[src/rtl/prog_sequencer.sv]
// prog_sequencer: host-side sequencer for the core's reset/done run protocol.
//
// For each of three programs (product, pattern count, min pair distance) it
// preloads operands into data memory while the core is held in reset, releases
// the core, waits for done, re-asserts core reset and reads the result back.
// All three programs run back to back after a single start pulse.
//
// Ports:
//   clk           clock, all state on rising edge
//   reset         asynchronous active-low reset
//   start         one-cycle pulse, begins the sequence when idle
//   core_reset    reset to the core (1 holds it)
//   core_done     done from the core
//   dm_addr       data memory address
//   dm_wr_en      data memory write strobe
//   dm_wr_data    data memory write data
//   dm_rd_data    data memory read data (combinational on dm_addr)
//   busy          sequence in progress
//   result_valid  one-cycle pulse per program result
//   result_prog   program index of the current result
//   result_data   result value
//   all_done      set after program 2 is reported, cleared by start
//   timeout_err   sticky watchdog error
//
// Optional feature: define PROG_SEQ_TIMEOUT_EN to add a WAIT_DONE watchdog
// (TIMEOUT_CYC cycles); a timed-out program reports 16'hDEAD. Without it the
// sequencer waits for done indefinitely and timeout_err is tied low.
module prog_sequencer #(
  parameter logic [7:0]  OP_A        = 8'd5,
  parameter logic [7:0]  OP_B        = 8'd15,
  parameter logic [7:0]  OP_C        = 8'd2,
  parameter logic [7:0]  PATTERN     = 8'h0D,
  parameter logic [7:0]  SEED        = 8'h17
`ifdef PROG_SEQ_TIMEOUT_EN
  ,
  parameter logic [19:0] TIMEOUT_CYC = 20'd1000000
`endif
) (
  input  logic        clk,
  input  logic        reset,
  input  logic        start,
  output logic        core_reset,
  input  logic        core_done,
  output logic [7:0]  dm_addr,
  output logic        dm_wr_en,
  output logic [7:0]  dm_wr_data,
  input  logic [7:0]  dm_rd_data,
  output logic        busy,
  output logic        result_valid,
  output logic [1:0]  result_prog,
  output logic [15:0] result_data,
  output logic        all_done,
  output logic        timeout_err
);

  typedef enum logic [3:0] {
    StIdle, StLoad, StRun, StWaitDone, StHold, StReadHi, StReadLo, StReport, StFinish
  } state_e;

  state_e      state_q;
  logic [1:0]  prog_q;
  logic [6:0]  idx_q;          // index of the next load write
  logic [7:0]  lfsr_q;
  logic        wait_first_q;   // first WAIT_DONE cycle, done is masked
  logic [7:0]  hi_q;
  logic        core_reset_q;
  logic        dm_wr_en_q;
  logic [7:0]  dm_addr_q;
  logic [7:0]  dm_wr_data_q;
  logic        busy_q;
  logic        result_valid_q;
  logic [1:0]  result_prog_q;
  logic [15:0] result_data_q;
  logic        all_done_q;

  logic [7:0]  lfsr_next;
  logic [1:0]  wr_prog;
  logic [6:0]  wr_idx;
  logic [7:0]  wr_addr;
  logic [7:0]  wr_data;
  logic        wr_lfsr;
  logic        load_last;
  logic        issue_wr;
  logic        done_seen;
  logic        wd_fire;
  logic        report_dead;
  logic [7:0]  rd_addr_hi;
  logic [7:0]  rd_addr_lo;

  function automatic logic [6:0] load_len(input logic [1:0] p);
    case (p)
      2'd0:    return 7'd3;
      2'd1:    return 7'd65;
      default: return 7'd20;
    endcase
  endfunction

  assign lfsr_next = {lfsr_q[6:0], lfsr_q[7] ^ lfsr_q[5] ^ lfsr_q[4] ^ lfsr_q[3]};

  // Next load write. On entry to LOAD (from IDLE or REPORT) the write is for
  // index 0 of the upcoming program, so outputs are valid in the first LOAD cycle.
  always_comb begin
    wr_prog = prog_q;
    wr_idx  = idx_q;
    if (state_q == StIdle) begin
      wr_prog = 2'd0;
      wr_idx  = '0;
    end else if (state_q == StReport) begin
      wr_prog = prog_q + 2'd1;
      wr_idx  = '0;
    end
    wr_addr = '0;
    wr_data = '0;
    wr_lfsr = 1'b0;
    case (wr_prog)
      2'd0: begin
        wr_addr = 8'd1 + {1'b0, wr_idx};
        wr_data = (wr_idx == 7'd0) ? OP_A : (wr_idx == 7'd1) ? OP_B : OP_C;
      end
      2'd1: begin
        if (wr_idx == 7'd0) begin
          wr_addr = 8'd6;
          wr_data = PATTERN;
        end else begin
          wr_addr = 8'd31 + {1'b0, wr_idx};
          wr_data = lfsr_q;
          wr_lfsr = 1'b1;
        end
      end
      default: begin
        wr_addr = 8'd128 + {1'b0, wr_idx};
        wr_data = lfsr_q;
        wr_lfsr = 1'b1;
      end
    endcase
  end

  assign load_last = (idx_q == load_len(prog_q));
  assign issue_wr  = (state_q == StIdle && start) ||
                     (state_q == StLoad && !load_last) ||
                     (state_q == StReport && prog_q != 2'd2);
  assign done_seen = !wait_first_q && core_done;

  assign rd_addr_hi = (prog_q == 2'd0) ? 8'd4 : (prog_q == 2'd1) ? 8'd7 : 8'd127;
  assign rd_addr_lo = (prog_q == 2'd0) ? 8'd5 : (prog_q == 2'd1) ? 8'd7 : 8'd127;

`ifdef PROG_SEQ_TIMEOUT_EN
  logic [19:0] tmo_cnt_q;
  logic        tmo_hit_q;
  logic        timeout_err_q;
  assign wd_fire     = (tmo_cnt_q + 20'd1 == TIMEOUT_CYC);
  assign report_dead = tmo_hit_q;
  assign timeout_err = timeout_err_q;
`else
  assign wd_fire     = 1'b0;
  assign report_dead = 1'b0;
  assign timeout_err = 1'b0;
`endif

  always_ff @(posedge clk or negedge reset) begin
    if (!reset) begin
      state_q        <= StIdle;
      prog_q         <= '0;
      idx_q          <= '0;
      lfsr_q         <= SEED;
      wait_first_q   <= 1'b0;
      hi_q           <= '0;
      core_reset_q   <= 1'b1;
      dm_wr_en_q     <= 1'b0;
      dm_addr_q      <= '0;
      dm_wr_data_q   <= '0;
      busy_q         <= 1'b0;
      result_valid_q <= 1'b0;
      result_prog_q  <= '0;
      result_data_q  <= '0;
      all_done_q     <= 1'b0;
`ifdef PROG_SEQ_TIMEOUT_EN
      tmo_cnt_q      <= '0;
      tmo_hit_q      <= 1'b0;
      timeout_err_q  <= 1'b0;
`endif
    end else begin
      result_valid_q <= 1'b0;
      if (issue_wr) begin
        dm_wr_en_q   <= 1'b1;
        dm_addr_q    <= wr_addr;
        dm_wr_data_q <= wr_data;
        idx_q        <= wr_idx + 7'd1;
        if (wr_lfsr) lfsr_q <= lfsr_next;
      end
      unique case (state_q)
        StIdle: begin
          if (start) begin
            state_q    <= StLoad;
            busy_q     <= 1'b1;
            all_done_q <= 1'b0;
            prog_q     <= '0;
`ifdef PROG_SEQ_TIMEOUT_EN
            timeout_err_q <= 1'b0;
`endif
          end
        end
        StLoad: begin
          if (load_last) begin
            state_q      <= StRun;
            dm_wr_en_q   <= 1'b0;
            core_reset_q <= 1'b0;
`ifdef PROG_SEQ_TIMEOUT_EN
            tmo_cnt_q    <= '0;
`endif
          end
        end
        StRun: begin
          state_q      <= StWaitDone;
          wait_first_q <= 1'b1;
        end
        StWaitDone: begin
          wait_first_q <= 1'b0;
`ifdef PROG_SEQ_TIMEOUT_EN
          tmo_cnt_q    <= tmo_cnt_q + 20'd1;
`endif
          if (done_seen || wd_fire) begin
            state_q      <= StHold;
            core_reset_q <= 1'b1;
`ifdef PROG_SEQ_TIMEOUT_EN
            // A done arriving in the same cycle as the watchdog wins.
            if (!done_seen) begin
              tmo_hit_q     <= 1'b1;
              timeout_err_q <= 1'b1;
            end
`endif
          end
        end
        StHold: begin
          state_q   <= StReadHi;
          dm_addr_q <= rd_addr_hi;
        end
        StReadHi: begin
          state_q   <= StReadLo;
          hi_q      <= (prog_q == 2'd0) ? dm_rd_data : 8'd0;
          dm_addr_q <= rd_addr_lo;
        end
        StReadLo: begin
          state_q        <= StReport;
          result_valid_q <= 1'b1;
          result_prog_q  <= prog_q;
          result_data_q  <= report_dead ? 16'hDEAD : {hi_q, dm_rd_data};
        end
        StReport: begin
`ifdef PROG_SEQ_TIMEOUT_EN
          tmo_hit_q <= 1'b0;
`endif
          if (prog_q == 2'd2) begin
            state_q    <= StFinish;
            all_done_q <= 1'b1;
            busy_q     <= 1'b0;
          end else begin
            state_q <= StLoad;
            prog_q  <= prog_q + 2'd1;
          end
        end
        StFinish: begin
          state_q      <= StIdle;
          core_reset_q <= 1'b1;
        end
        default: state_q <= StIdle;
      endcase
    end
  end

  assign core_reset   = core_reset_q;
  assign dm_wr_en     = dm_wr_en_q;
  assign dm_addr      = dm_addr_q;
  assign dm_wr_data   = dm_wr_data_q;
  assign busy         = busy_q;
  assign result_valid = result_valid_q;
  assign result_prog  = result_prog_q;
  assign result_data  = result_data_q;
  assign all_done     = all_done_q;

endmodule

[config.mk]
export PLATFORM = sky130hd
export DESIGN_NAME = prog_sequencer
export DESIGN_NICKNAME = d
export VERILOG_FILES = /design/src/rtl/prog_sequencer.sv
export SDC_FILE = /design/constraint.sdc
export NUM_CORES = 1
export LEC_CHECK = 0
export ABC_AREA = 0
export BUFFER_PORTS_ARGS = -buffer_cell sky130_fd_sc_hd__buf_2
export CAP_MARGIN = 40
export CORE_UTILIZATION = 35
export CTS_BUF_LIST = sky130_fd_sc_hd__clkbuf_8
export CTS_CLUSTER_SIZE = 14
export DETAILED_ROUTE_END_ITERATION = 16
export PLACE_DENSITY = 0.59
export SETUP_SLACK_MARGIN = 0.1
export SLEW_MARGIN = 20
export SYNTH_ARGS = -nofsm -noshare
export SYNTH_HDL_FRONTEND = slang
export SYNTH_SLANG_ARGS = --single-unit
[constraint.sdc]
create_clock -name clk -period 4.3 [get_ports clk]
set_input_delay 0 -clock clk [delete_from_list [all_inputs] [get_ports clk]]
set_output_delay 0 -clock clk [all_outputs]
set_load 0.005 [all_outputs]
==> metrics.txt <==
DRT antenna net count 0; Synth Flop Type dfrtp_1; worst path arrival time 3480 ps; worst slack, placed 1110 ps; clock slew at reported path FFs 80 ps; IO buf count 50; CTS tree built; Layout Nets 423; Worst setup SP type register; Mapped Nets 371; Area Growth Syn to Fin 16.5%; Crit-path slowest cell dfrtp_1; Post-synth EDFFs 0; grt ovf 0; measured slew at the worst slew-check pin 650 ps; peak per-stage delay on the critical path 650 ps; final HPWL from detailed placement 5870 um; Die Ht 103 um; Ports 52; H-tree levels 3; worst path cell trace nand4b_4 -> inv_2 -> nor2_1 -> nand2_1 -> ha_1 -> inv_1 -> o21a_1 -> nor2_1 -> nor2_2 -> mux2_1; clk buf depth 2; Antenna diodes 0; via count 2843; maxcap violations 0; syn_area_per_cell 10.2 sq um; Num CTS Buffers 9; Max IR drop VDD 0.234 mV; Final Max Slew Viols 0; via-per-instance ratio 5.25; Die Width 103 um; full die area 10700 sq um; area leader, netlist dfrtp_1; post-layout min period 3240 ps; number of global-route vias before repair 2677; CP Capture Type register; RSZ-0062 raised after global routing no; layout filler cell count 967; share of cells above drive strength 1 28.4%; #FFs+latches synth 69; cts repair resizes 0; area of the core 9860 sq um; row cnt 36; cell count after synthesis 352; sequential share of the synthesized area 48.2%; top post-synthesis cells by area dfrtp_1 45%, mux2_2 5.6%, nand2_1 4.4%; Routed WL 8480 um; WP data required 4540 ps; CTS root buffer clkbuf_8; setup TNS 0 ps; number of library cell types mapped by synthesis 65; Power Density 707 nW/um^2; clock latency on the worst-skew pair 360 ps; setup violators final 0; Synth top area share 44.5%; FMAX 309 MHz; final worst-path cycle share 75.3%; Setup CP Type register to register; leakage power 1.96 nW; Synth Cell Area 3600 sq um; DRC Markers 0; initial antenna violation count 0; Fin. Hold Viols 0; Critical Path Most Common Cell nor2_1; Max FO, Critical Path 16; asr flop ratio synth 100%; GRT Util Overall 17.1%; synth warn 0; min setup slack post-route 1060 ps; 1st-iter DRT viols 240; Hold Crit Class input pin to async pin; CTS Sinks 69; clock skew 5.88 ps; wire per inst 15.6 um; Initial DRT Pass Iterations 5; gp weighted congestion 0.960; global-route wire length before repair 13700 um; outcome finished clean; starting density of the core 36.5%; Slew HR 56.3%; pin count of the biggest net entering global routing 47
-- state kept, by name (all words and copies together), names as in the netlist, 2 cells and up --
name / cells
idx_q: 7
result_data: 16
hi_q: 8
lfsr_q: 8
dm_addr: 8
state_q: 4
prog_q: 2
dm_wr_data: 8
result_prog: 2
-- cell usage after synthesis (all sizes together) (2+ instances only) --
library cell	instances
nor3	7
nor2	29
inv	12
ha	7
and2	3
or3	2
clkbuf	4
o21ai	31
a22o	3
a211oi	3
o31ai	7
a21o	2
a21oi	16
nand2b	2
o2bb2ai	2
nand3	15
a211o	2
and3	4
o22ai	2
a221o	3
xor2	3
mux2	26
nor4	3
dfstp	5
o211ai	2
buf	19
nand2	44
dfrtp	64
or4	3
o21bai	3
o21a	2
xnor2	4
-- layout make-up --
type                       instances  area, sq um  area share, %
sequential                        69         1730           41.3
multi-input combinational        248         1680           40.0
timing repair buffer              64          384           9.16
tap                              133          166           3.97
clock buffer                       9          124           2.96
clock inverter                     7         62.6           1.49
inverter                          12         45.0           1.07
-- cell usage in the layout (no fill, tap or decap), drive strengths merged, types with 2 or more instances in the layout --
cell type / n
nor3: 7
o211ai: 2
nor2: 29
o21ai: 31
buf: 54
or4: 3
dlygate4sd3: 10
nand2b: 2
a21oi: 16
a22o: 3
a221o: 3
a211o: 2
a211oi: 3
nand2: 44
and2: 3
o2bb2ai: 2
inv: 17
o21bai: 3
ha: 7
dfstp: 5
o31ai: 7
nor4: 3
xor2: 3
nand3: 15
or3: 2
dfrtp: 64
o22ai: 2
clkbuf: 9
and3: 4
mux2: 26
o21a: 2
xnor2: 4
a21o: 2
-- cells by family after synthesis --
family          Yosys count  synth area share [%]
compound gates           90                  17.1
xor+xnor                  7                  1.70
fa+ha+maj                 7                  2.43
buf+inv                  35                  5.25
flops                    69                  48.2
mux                      27                  9.14
other cells               1                 0.104
simple gates            116                  16.1
-- stage by stage --
stage	utilization (%)	power (mW)	area [sq um]	instances	hold WS (ps)
4_1_cts	42.4	2.97	4180	541	163
3_5_place_dp	39.5	2.44	3900	515	30.3
3_3_place_gp	39.4	2.41	3890	514	18.1
5_1_grt	42.5	3.21	4190	542	198
6_report	42.5	2.97	4190	542	166
2_1_floorplan	-	2.07	3600	352	-296
-- routing by layer --
layer  part of all wire (%)  global-route usage (%)  wire [um]
met5                      0                       0          0
met2                     46                    25.8       3920
met3                    5.2                    4.03        438
met1                     47                    23.9       3980
met4                    1.6                    6.61        139
-- critical path, delay by kind of cell, from the launching register on --
family / cells / cell delay (ps)
AOI/OAI and AO/OA: 1 / 190
adders and majority gates: 1 / 310
buffers and inverters: 2 / 210
DFF: 1 / 650
muxes: 1 / 380
and+or+nand+nor: 5 / 1380
-- power breakdown --
part / switching, mW / leakage [nW] / total [mW] / internal [mW]
clock: 0.293 / 0.0931 / 0.515 / 0.222
combinational: 0.789 / 1.01 / 1.35 / 0.557
sequential: 0.233 / 0.863 / 1.10 / 0.871
-- timing repair --
action,CTS,global route
hold buffers,10,0
setup buffers,0,0
endpoints found under the setup margin,0,0
hold endpoints to repair,40,0
-- path summary, 6_finish.rpt --
path,from,end,slack [ps],depth (start not counted)
min in group clk,core_done,core_reset,170,5
hold reg to reg,hi_q[1],hi_q[1],480,2
max in group asynchronous,reset,lfsr_q[0],3160,3
setup / recovery,state_q[3],lfsr_q[7],1060,10
hold / removal,reset,wait_first_q,170,2
setup reg to reg,state_q[3],lfsr_q[7],1060,10
(Power assumes the default switching activity.)
